File: src/rtl/sargantana_icache_refill.sv
// Instruction-cache refill sequencer: collects line beats, picks a victim way, writes the line.
// Optional ICACHE_REFILL_LFSR_EN selects an LFSR victim instead of the round-robin pointer.
module sargantana_icache_refill #(
  parameter int unsigned ICACHE_N_WAY = 4,
  parameter int unsigned SET_WIDHT    = 256,
  parameter int unsigned BEAT_WIDHT   = 64,
  parameter int unsigned TAG_WIDHT    = 20,
  parameter int unsigned ADDR_WIDHT   = 6
) (
  input  logic                    clk_i,
  input  logic                    rst_i,
  input  logic                    refill_req_i,
  output logic                    refill_ready_o,
  input  logic [TAG_WIDHT-1:0]    refill_tag_i,
  input  logic [ADDR_WIDHT-1:0]   refill_idx_i,
  input  logic                    beat_valid_i,
  input  logic [BEAT_WIDHT-1:0]   beat_data_i,
  input  logic                    flush_i,
  output logic                    refill_done_o,
  output logic                    busy_o,
  output logic [ICACHE_N_WAY-1:0] tag_req_o,
  output logic [ICACHE_N_WAY-1:0] data_req_o,
  output logic                    tag_we_o,
  output logic                    data_we_o,
  output logic                    flush_en_o,
  output logic                    valid_bit_o,
  output logic [SET_WIDHT-1:0]    cline_o,
  output logic [TAG_WIDHT-1:0]    tag_o,
  output logic [ADDR_WIDHT-1:0]   addr_o
);

  localparam int unsigned Beats = SET_WIDHT / BEAT_WIDHT;
  localparam int unsigned CntW  = (Beats > 1) ? $clog2(Beats) : 1;
  localparam int unsigned WayW  = $clog2(ICACHE_N_WAY);
  localparam logic [CntW-1:0] LastCnt = CntW'(Beats - 1);

  localparam logic [1:0] StIdle  = 2'd0;
  localparam logic [1:0] StFill  = 2'd1;
  localparam logic [1:0] StWrite = 2'd2;
  localparam logic [1:0] StFlush = 2'd3;

  logic [1:0]            state_q, state_d;
  logic [CntW-1:0]       cnt_q, cnt_d;
  logic [SET_WIDHT-1:0]  line_q, line_d;
  logic [TAG_WIDHT-1:0]  tag_q, tag_d;
  logic [ADDR_WIDHT-1:0] idx_q, idx_d;
  logic [WayW-1:0]       victim_q, victim_d;
  logic [WayW-1:0]       victim_pick;

`ifdef ICACHE_REFILL_LFSR_EN
  // x^8+x^6+x^5+x^4+1 Fibonacci LFSR, free-running every cycle
  logic [7:0] lfsr_q, lfsr_d;

  always_comb begin
    lfsr_d = {lfsr_q[6:0], lfsr_q[7] ^ lfsr_q[5] ^ lfsr_q[4] ^ lfsr_q[3]};
  end

  always_ff @(posedge clk_i or posedge rst_i) begin
    if (rst_i) begin
      lfsr_q <= 8'h01;
    end else begin
      lfsr_q <= lfsr_d;
    end
  end

  assign victim_pick = lfsr_q[WayW-1:0];
`else
  logic [WayW-1:0] rr_q, rr_d;

  // Pointer only moves when a line is actually written
  always_comb begin
    rr_d = rr_q;
    if (state_q == StWrite) begin
      rr_d = rr_q + 1'b1;
    end
  end

  always_ff @(posedge clk_i or posedge rst_i) begin
    if (rst_i) begin
      rr_q <= '0;
    end else begin
      rr_q <= rr_d;
    end
  end

  assign victim_pick = rr_q;
`endif

  always_comb begin
    state_d  = state_q;
    cnt_d    = cnt_q;
    line_d   = line_q;
    tag_d    = tag_q;
    idx_d    = idx_q;
    victim_d = victim_q;
    case (state_q)
      StIdle: begin
        if (flush_i) begin
          state_d = StFlush;
        end else if (refill_req_i) begin
          tag_d    = refill_tag_i;
          idx_d    = refill_idx_i;
          victim_d = victim_pick;
          cnt_d    = '0;
          state_d  = StFill;
        end
      end
      StFill: begin
        if (flush_i) begin
          // Abandon the refill; partial line is discarded
          cnt_d   = '0;
          line_d  = '0;
          state_d = StFlush;
        end else if (beat_valid_i) begin
          for (int unsigned b = 0; b < Beats; b++) begin
            if (cnt_q == CntW'(b)) begin
              line_d[b*BEAT_WIDHT +: BEAT_WIDHT] = beat_data_i;
            end
          end
          cnt_d = cnt_q + 1'b1;
          if (cnt_q == LastCnt) begin
            state_d = StWrite;
          end
        end
      end
      StWrite: begin
        state_d = flush_i ? StFlush : StIdle;
      end
      default: begin
        state_d = flush_i ? StFlush : StIdle;
      end
    endcase
  end

  always_ff @(posedge clk_i or posedge rst_i) begin
    if (rst_i) begin
      state_q  <= StIdle;
      cnt_q    <= '0;
      line_q   <= '0;
      tag_q    <= '0;
      idx_q    <= '0;
      victim_q <= '0;
    end else begin
      state_q  <= state_d;
      cnt_q    <= cnt_d;
      line_q   <= line_d;
      tag_q    <= tag_d;
      idx_q    <= idx_d;
      victim_q <= victim_d;
    end
  end

  logic [ICACHE_N_WAY-1:0] way_oh;
  assign way_oh = {{(ICACHE_N_WAY-1){1'b0}}, 1'b1} << victim_q;

  // Memory-side outputs decode registered state only
  always_comb begin
    refill_ready_o = (state_q == StIdle);
    busy_o         = (state_q != StIdle);
    refill_done_o  = 1'b0;
    tag_req_o      = '0;
    data_req_o     = '0;
    tag_we_o       = 1'b0;
    data_we_o      = 1'b0;
    flush_en_o     = 1'b0;
    valid_bit_o    = 1'b0;
    case (state_q)
      StWrite: begin
        tag_req_o     = way_oh;
        data_req_o    = way_oh;
        tag_we_o      = 1'b1;
        data_we_o     = 1'b1;
        valid_bit_o   = 1'b1;
        refill_done_o = 1'b1;
      end
      StFlush: begin
        flush_en_o = 1'b1;
        tag_req_o  = '1;
        tag_we_o   = 1'b1;
      end
      default: begin
      end
    endcase
  end

  assign cline_o = line_q;
  assign tag_o   = tag_q;
  assign addr_o  = idx_q;

endmodule

File: config.mk
export PLATFORM = sky130hd
export DESIGN_NAME = sargantana_icache_refill
export DESIGN_NICKNAME = d
export VERILOG_FILES = /design/src/rtl/sargantana_icache_refill.sv
export SDC_FILE = /design/constraint.sdc
export NUM_CORES = 1
export LEC_CHECK = 0
export CORE_MARGIN = 2
export CORE_UTILIZATION = 47
export CTS_BUF_LIST = sky130_fd_sc_hd__clkbuf_8
export DETAILED_ROUTE_END_ITERATION = 8
export HOLD_SLACK_MARGIN = 0.15
export PLACE_DENSITY = 0.82
export SLEW_MARGIN = 10
export SYNTH_ARGS = -nofsm -noshare
export SYNTH_HDL_FRONTEND = slang
export SYNTH_SLANG_ARGS = --single-unit
File: constraint.sdc
create_clock -name clk_i -period 11 [get_ports clk_i]
set_input_delay 2.2 -clock clk_i [delete_from_list [all_inputs] [get_ports clk_i]]
set_output_delay 2.2 -clock clk_i [all_outputs]
set_load 0.005 [all_outputs]
After elaboration in Yosys (flattened, before gate mapping)
Cells that the tools add are included.

Flip-flop bits (word level): 290. Bits of input ports: 95. Output and inout bits: 297. Logic and storage cells: 65.

$add $sub $neg: 2. Equal/unequal tests: 11. Shift operators: 1. Muxes and demuxes: 23. Bitwise logic cells: 1. Reductions and logical operators: 17.

Operators with widths (count): $mux 256 (2); $mux 64 (4); $mux 2 (10); $reduce_and 3->1 (6); $reduce_bool 2->1 (7); $eq 2x2->1 const B (4); $pmux 2 s2 (2); $pmux 4 s2 (1); $ne 3x3->1 const B (2); $add 2x1->2 const B (2); $eq 2x1->1 const B (2); $logic_not 2->1 (2); $mux 4 (1); $ne 2x2->1 const B (2); $reduce_and 4->1 (1); $shl 1x2->4 const A (1); $mux 1 (3); $ne 3x2->1 const B (1); $reduce_or 2->1 (1); $not 1->1 (1).

Depth between registers and ports, before layout
Gate-level depths: netlist of run 1.

Depth after elaboration: 5. Mapped depth: 6. Depth with buffers taken out: 5.

Worst setup path before layout of run 1
Ideal clock, no wire load.

Path type: input-to-reg. Start: input beat_valid_i. End: register line_q[192], in the netlist cline_o[192]. Setup time: 125 ps. Arrival: 3298 ps. Required time: 10875 ps. Slack: 7577 ps. Stages on the path: 5. Path buffers: 2. Path through: buf_2 -> and2_4 -> o21ai_4 -> buf_6 -> mux2_2.

Word-level cells in the longest chain between the ends: 2.

RTL lines: start, declared (RTL line 16) `input logic beat_valid_i,`; $reduce_bool 2->1 (no source line); $reduce_and 3->1 (no source line); end signal, assigned (RTL line 146) `line_q <= line_d;`; end, declared (RTL line 44) `logic [SET_WIDHT-1:0] line_q, line_d;`.

Every way passes these cells. A chain may end at the register's enable or synchronous reset.

Final worst setup path of run 1
Start: register state_q[1]. End: output data_req_o[0].

Word-level cells in the longest chain between the ends: 2.

RTL lines: start, declared (RTL line 42) `logic [1:0] state_q, state_d;`; start signal, assigned (RTL line 137) `state_q <= StIdle;`; start signal, assigned (RTL line 144) `state_q <= state_d;`; $eq 2x2->1 (RTL line 167) `case (state_q)`; $mux 4 (RTL line 167); end, declared (RTL line 22) `output logic [ICACHE_N_WAY-1:0] data_req_o,`.

Every way passes these cells.

==> results of run 1 <==
per-stage QoR:
step	hold WS (ns)	instance area, um^2	setup WS, ns
after floorplan	0.4448	11600	0.7943
after global placement	0.4582	15620	5.889
after detailed placement	0.4607	15620	5.822
after CTS	0.4752	16550	6.268
after global routing	0.4931	16550	6.141
final	0.4683	16550	6.296
worst max-delay path by stage:
stage	endpoint	slack, ns
3_3_place_gp	cline_o[121]$_DFFE_PP0P_	5.89
4_1_cts	data_req_o[0]	6.27
6_report	data_req_o[0]	6.30
5_1_grt	data_req_o[0]	6.14
2_1_floorplan	addr_o[0]$_DFFE_PP0P_	0.79
3_5_place_dp	cline_o[67]$_DFFE_PP0P_	5.82
state kept, by name, indices dropped and copies added (netlist names):
register and cells:
state_q 2, cline_o 256, victim_q 2, cnt_q 2, rr_q 2, addr_o 6
tag_o 20
cells in the final DEF (no fill, tap or decap):
master,n
sky130_fd_sc_hd__o21ai_4,1
sky130_fd_sc_hd__inv_1,18
sky130_fd_sc_hd__mux2_1,25
sky130_fd_sc_hd__clkinvlp_4,2
sky130_fd_sc_hd__mux2_2,231
sky130_fd_sc_hd__clkbuf_8,61
sky130_fd_sc_hd__o21ai_0,3
sky130_fd_sc_hd__nor2_4,3
sky130_fd_sc_hd__nand2_1,86
sky130_fd_sc_hd__a21o_1,1
sky130_fd_sc_hd__and2_4,1
sky130_fd_sc_hd__a21oi_1,4
sky130_fd_sc_hd__o211ai_1,1
sky130_fd_sc_hd__nor3_1,1
sky130_fd_sc_hd__clkdlybuf4s50_1,390
sky130_fd_sc_hd__nor4b_4,1
sky130_fd_sc_hd__nor2_1,4
sky130_fd_sc_hd__xnor2_1,1
sky130_fd_sc_hd__or4b_1,1
sky130_fd_sc_hd__nor2b_1,61
sky130_fd_sc_hd__nand3_1,2
sky130_fd_sc_hd__nor3b_1,1
sky130_fd_sc_hd__nand2b_1,1
sky130_fd_sc_hd__buf_2,1
sky130_fd_sc_hd__o21a_1,3
sky130_fd_sc_hd__o21bai_1,1
sky130_fd_sc_hd__buf_4,9
sky130_fd_sc_hd__and3b_1,1
sky130_fd_sc_hd__ha_1,4
sky130_fd_sc_hd__and3_1,1
sky130_fd_sc_hd__xor2_1,1
sky130_fd_sc_hd__inv_8,1
sky130_fd_sc_hd__clkinv_2,3
sky130_fd_sc_hd__and2b_1,8
sky130_fd_sc_hd__dfrtp_1,290
sky130_fd_sc_hd__and2_1,1
sky130_fd_sc_hd__o2bb2ai_1,1
per-layer routing:
metal | vias to the layer above | wire length [um] | global-route usage [%] | share of wire, %
met2 | 339 | 14730 | 38.59 | 48
li1 | 3488 | - | - | -
met3 | 70 | 2747 | 7.884 | 9.0
met1 | 3939 | 11850 | 28.01 | 39
met5 | - | 0 | 0 | 0
met4 | 0 | 1058 | 8.969 | 3.5
area by class of cell:
type | instances | area [um^2]
clock buffers | 61 | 839.6
clock inverters | 20 | 86.33
fillers | 1754 | 7700
inverters | 4 | 22.52
multi-input cells | 450 | 3961
flip-flops and latches | 290 | 7257
well taps | 324 | 405.4
repair buffers | 400 | 3976
critical path, delay by kind of cell, from the launching register on:
family,cells,cell delay (ns)
buffers and inverters,1,0.53
AND/OR/NAND/NOR,2,0.87
flip-flops,1,0.57
cell families (layout without fill, tap and decap cells):
family,Yosys count,in the layout,synth area share [%]
AOI/OAI and AO/OA,15,15,0.9058
xor gates and xnor gates,2,2,0.1510
adders and majority gates,4,4,0.4313
buffers and inverters,52,485,3.397
DFF,290,290,62.54
muxes,256,256,24.84
and+or+nand+nor,173,173,7.731
power breakdown:
group | switching (uW) | internal (uW) | leakage (uW) | total, uW
registers | 111 | 1250 | 0.00373 | 1360
logic | 250 | 476 | 0.00326 | 726
clock network | 406 | 494 | 0.000531 | 900
total | 768 | 2220 | 0.00752 | 2990
==> flow_summary_export.csv, run 1 <==
group,metric,value,unit
status,outcome,"finished, final reports clean",
timing,setup_repair_after_global_routing_missed_its_margin,"false",
synthesis,post_synth_most_frequent_cells,"sky130_fd_sc_hd__dfrtp_1, sky130_fd_sc_hd__mux2_2, sky130_fd_sc_hd__nand2_1, sky130_fd_sc_hd__nor2b_1, sky130_fd_sc_hd__mux2_1",
drt,drt-vias-per-instance,5.059,
timing,share_of_the_clock_period_used_by_the_worst_path_after_layout,42.76,%
drt,routed_wirelength,30390,um
global_routing,groute.usage.overall,23.18,%
cts,number_of_buffers_on_the_longest_clock_path,3,
placement,placement.io_buffers,391,
synthesis,synthTopCellsByArea,"sky130_fd_sc_hd__dfrtp_1, sky130_fd_sc_hd__mux2_2, sky130_fd_sc_hd__nor2b_1, sky130_fd_sc_hd__nand2_1, sky130_fd_sc_hd__mux2_1",
die,start_util,47.85,%
pwr,p_leak,0.007522,uW
worst_setup_path,critPathMaxStageDelay,0.61,ns
cells_and_area,layout.cells.non_filler,1549,
placement,placed_cells_incl_taps,1468,
synthesis,synth.largest_area_cell,"sky130_fd_sc_hd__dfrtp_1",
hold_path,holdPathStages,2,
timing,worst_slew_pin_slew,1.046,ns
synthesis,ys_dominant_reg_cell,"sky130_fd_sc_hd__dfrtp_1",
worst_setup_path,regToRegStartpoint,"state_q[0]$_DFFE_PP0P_",
timing,worst_clock_skew,0.009699,ns
pwr,power.density_cell_area,180.7,nW/um^2
hold_path,worst_hold_check_path_type,"reg -> reg",
timing,final.min_clock_period,4.704,ns
cts,clock-root-buffer,"sky130_fd_sc_hd__clkbuf_8",
worst_setup_path,setup.worst_path.start,"state_q[1]$_DFFE_PP0P_",
cts,post-cts-setup-buffers,0,
synthesis,synth_top_cell_area_share,62.54,%
cells_and_area,antenna_cells_inserted,0,
synthesis,synthArstFlopShare,100.0,%
timing,timing_hold_violations_final,0,
global_routing,globalRoute.totalOverflow,0,
timing,relSlewSlack,30.30,%
timing,maxClockFrequency,212.6,MHz
drt,detail_route.drc_violations,0,
timing,finalSetupTns,0,ns
worst_setup_path,path_class,"reg -> out",
die,floorplan.io_pins,392,
synthesis,post_synthesis_sequential_area_ratio,62.54,%
hold_path,hold_path_end,"addr_o[1]$_DFFE_PP0P_",
cts,cts.reportedPaths.clkPinSlew,0.06,ns
worst_setup_path,worst-endpoint-required,8.80,ns
die,die-height,161.1,um
cells_and_area,final_core_util,68.25,%
synthesis,synth_fp_nets,891,
flow_run,max-cap-violations,0,
synthesis,edff_count_synth,0,
worst_setup_path,critical_path.slowest_cell,"sky130_fd_sc_hd__nor2b_1",
cts,tritoncts,"yes",
cts,cts.htree.levels,2,
synthesis,syn_area,11600,um^2
worst_setup_path,critPathMaxFanout,13,
synthesis,synth_most_common_cell,"sky130_fd_sc_hd__dfrtp_1",
global_routing,grt_pass1_wl,47220,um
cells_and_area,area_delta_synth_final,42.61,%
die,num_rows,57,
worst_setup_path,setup.reg_to_reg.worst_slack,8.08,ns
synthesis,post_synth.cell_area_avg,14.65,um^2
cts,clock_insertion_delay_worst_skew,0.53,ns
timing,setup_violators_final,0,
global_routing,grt_max_degree,88,
placement,last_weighted_congestion_value_of_the_routability_driven_placer,0.8220,
drt,detailedRoute.firstIterationViolations,273,
drt,drt_pass1_iterations,4,
hold_path,worst_hold_startpoint,"addr_o[1]$_DFFE_PP0P_",
synthesis,syn-instance-count,792,
worst_setup_path,critPathArrivalTime,2.50,ns
cells_and_area,nNetsFinal,1292,
cts,post_cts_hold_buffer_count,0,
drt,postRouteAntennaNets,0,
pwr,design_power_total,2990,uW
synthesis,synth.lib_cells_used.distinct,34,
placement,dpl.hpwl,21000,um
worst_setup_path,endpoint_kind,"output port",
global_routing,grt_pass1_vias,8262,
worst_setup_path,path_cells,"nor2b_1 > nor3b_1 > clkdlybuf4s50_1",
worst_setup_path,number_of_cells_on_the_worst_reg_to_reg_path,4,
cts,post_cts.resized_instances,0,
cts,cts_sinks,290,
die,fp.coreArea,24250,um^2
worst_setup_path,setup.worst_path.start_class,"flop",
cts,tritoncts.num_buffers,47,
synthesis,ys_warn_count,0,
worst_setup_path,worstReg2RegEnd,"cline_o[117]$_DFFE_PP0P_",
timing,final-max-slew-violation-count,0,
drt,route.vias.total,7836,
cells_and_area,drive_above_1_share,25.63,%
pwr,ir_worst_vdd,0.0001169,V
synthesis,ffs_latches_synth,290,
die,die_w,161.1,um
global_routing,antenna_found_initial,0,
drt,drt-wirelength-per-cell,19.62,um
die,fp.dieArea,25960,um^2
No activity file was read; power rests on OpenSTA's default activity.
==> run 2, diff against run 1 <==
- clock period: 11 -> 4.9 ns (I/O delays scaled with it)
==> flow_summary_export.csv, run 2 (same netlist as run 1, synthesis figures left out) <==
group,metric,value,unit
cts,clock_insertion_delay_worst_skew,0.55,ns
timing,final.min_clock_period,3.556,ns
drt,routed_wirelength,30510,um
placement,preCtsSetupSlack,1.325,ns
timing,timing_hold_violations_final,0,
global_routing,grt_pass1_vias,8325,
global_routing,groute.usage.overall,23.42,%
cts,post_cts_hold_buffer_count,0,
drt,detailroute.wirelength.met2,15180,um
worst_setup_path,setup.reg_to_reg.worst_slack,2.48,ns
drt,detail_route.wirelength.met1,11600,um
drt,route.vias.total,7778,
die,num_rows,57,
hold_path,worst_hold_check_path_type,"reg -> reg",
die,die-height,161.1,um
drt,detailedRoute.firstIterationViolations,358,
timing,setup_repair_after_global_routing_missed_its_margin,"false",
cts,tritoncts.num_buffers,46,
cts,number_of_buffers_on_the_longest_clock_path,3,
cells_and_area,most_common_cell_after_layout_fill_and_taps_aside,"sky130_fd_sc_hd__clkdlybuf4s50_1",
timing,worst_clock_skew,0.02634,ns
cts,clock-root-buffer,"sky130_fd_sc_hd__clkbuf_8",
die,fp.coreArea,24250,um^2
die,die_w,161.1,um
worst_setup_path,regToRegStartpoint,"state_q[1]$_DFFE_PP0P_",
cells_and_area,area_delta_synth_final,43.15,%
hold_path,hold_path_end,"tag_o[14]$_DFFE_PP0P_",
cts,post_cts.resized_instances,0,
cells_and_area,layout_common_cells,"sky130_fd_sc_hd__clkdlybuf4s50_1, sky130_fd_sc_hd__dfrtp_1, sky130_fd_sc_hd__mux2_2, sky130_fd_sc_hd__nand2_1, sky130_fd_sc_hd__nor2b_1",
cells_and_area,drive_above_1_share,25.43,%
worst_setup_path,number_of_cells_on_the_worst_reg_to_reg_path,4,
cts,tritoncts,"yes",
cts,cts_sinks,290,
die,start_util,47.85,%
cells_and_area,largest_register_ff_count,256,
pwr,p_leak,0.007559,uW
global_routing,antenna_found_initial,0,
placement,placement.io_buffers,391,
worst_setup_path,worst-endpoint-required,3.92,ns
pwr,power.density_cell_area,402.5,nW/um^2
hold_path,holdPathStages,2,
cts,cts.reportedPaths.clkPinSlew,0.06,ns
drt,postRouteAntennaNets,0,
timing,finalSetupTns,0,ns
cells_and_area,antenna_cells_inserted,0,
global_routing,globalRoute.totalOverflow,0,
cells_and_area,layout.cells.non_filler,1551,
cts,cts.htree.levels,2,
worst_setup_path,critPathArrivalTime,2.58,ns
timing,maxClockFrequency,281.2,MHz
drt,top_signal_layer_used,"met4",
flow_run,max-cap-violations,0,
worst_setup_path,critical_path.slowest_cell,"sky130_fd_sc_hd__dfrtp_1",
placement,placed_cells_incl_taps,1473,
hold_path,worst_hold_startpoint,"tag_o[14]$_DFFE_PP0P_",
worst_setup_path,endpoint_kind,"output port",
cells_and_area,nNetsFinal,1296,
worst_setup_path,setup.worst_path.start_class,"flop",
timing,final-max-slew-violation-count,0,
timing,relSlewSlack,27.61,%
timing,worst_slew_pin_slew,1.086,ns
drt,drt-wirelength-per-cell,19.67,um
drt,drt_pass1_iterations,5,
placement,last_weighted_congestion_value_of_the_routability_driven_placer,0.8204,
timing,share_of_the_clock_period_used_by_the_worst_path_after_layout,72.57,%
timing,setup_violators_final,0,
global_routing,grt_pass1_wl,47510,um
drt,drt-vias-per-instance,5.015,
timing,post-route-worst-setup-slack,1.344,ns
worst_setup_path,path_class,"reg -> out",
die,floorplan.io_pins,392,
worst_setup_path,critPathMaxFanout,13,
worst_setup_path,worstReg2RegEnd,"cline_o[110]$_DFFE_PP0P_",
global_routing,grt_max_degree,111,
drt,detail_route.drc_violations,0,
placement,dpl.hpwl,20830,um
status,outcome,"finished, final reports clean",
cts,post-cts-setup-buffers,0,
drt,met3WireLength,2745,um
die,fp.dieArea,25960,um^2
worst_setup_path,critPathMaxStageDelay,0.60,ns
pwr,ir_worst_vdd,0.0002993,V
worst_setup_path,path_cells,"nor2b_1 > nor3b_1 > clkdlybuf4s50_1",
-- run 2: cell types whose count changed in the layout (fill, tap and decap cells not counted), sizes merged --
| cell | previous run | this run |
|---|---|---|
| buf | 10 | 15 |
| clkbuf | 61 | 54 |
| bufinv | 0 | 2 |
| clkinv | 3 | 2 |
| inv | 19 | 22 |
-- run 2: worst max-delay path, delay by kind of cell (launching register included) --
kind	cells	cell delay [ns]
buf+inv	1	0.56
flops	1	0.60
simple gates	2	0.87
-- run 2: worst max path at each step --
stage	depth (start not counted)	slack, ns	start	to
2_1_floorplan	1	0.07	rst_i	addr_o[0]$_DFFE_PP0P_
3_5_place_dp	5	1.33	flush_i	cnt_q[1]$_DFFE_PP0P_
6_report	3	1.34	state_q[1]$_DFFE_PP0P_	data_req_o[0]
3_3_place_gp	5	1.34	flush_i	cnt_q[1]$_DFFE_PP0P_
5_1_grt	3	1.17	state_q[1]$_DFFE_PP0P_	data_req_o[0]
4_1_cts	3	1.31	state_q[1]$_DFFE_PP0P_	data_req_o[0]
-- run 2: cell type report --
cell class | instances | area, um^2
flip-flops and latches | 290 | 7257
clock buffers | 54 | 743.2
well taps | 324 | 405.4
fillers | 1721 | 7637
clock inverters | 24 | 148.9
multi-input cells | 450 | 3961
inverters | 4 | 18.77
repair buffers | 405 | 4076
-- run 2: per-layer routing --
metal	track usage [%]	vias up
li1	-	3489
met1	27.30	3895
met2	40.15	325
met3	7.935	69
met4	9.010	0
met5	0	-
-- run 2: metrics by stage --
step / hold WS (ns) / utilization (%) / instance area [um^2] / power, uW
6_report: 0.4733 / 68.50 / 16610 / 6685
2_1_floorplan: 0.4448 / - / 11610 / 3652
3_3_place_gp: 0.4584 / 64.82 / 15720 / 4687
3_5_place_dp: 0.4615 / 64.82 / 15720 / 4741
4_1_cts: 0.4766 / 68.50 / 16610 / 6761
5_1_grt: 0.4901 / 68.50 / 16610 / 7021
-- run 2: where the power goes --
group          switching [uW]  internal (uW)  leakage [uW]
Sequential                242           2810       0.00373
Clock                     895           1100      0.000526
Combinational             563           1080       0.00330
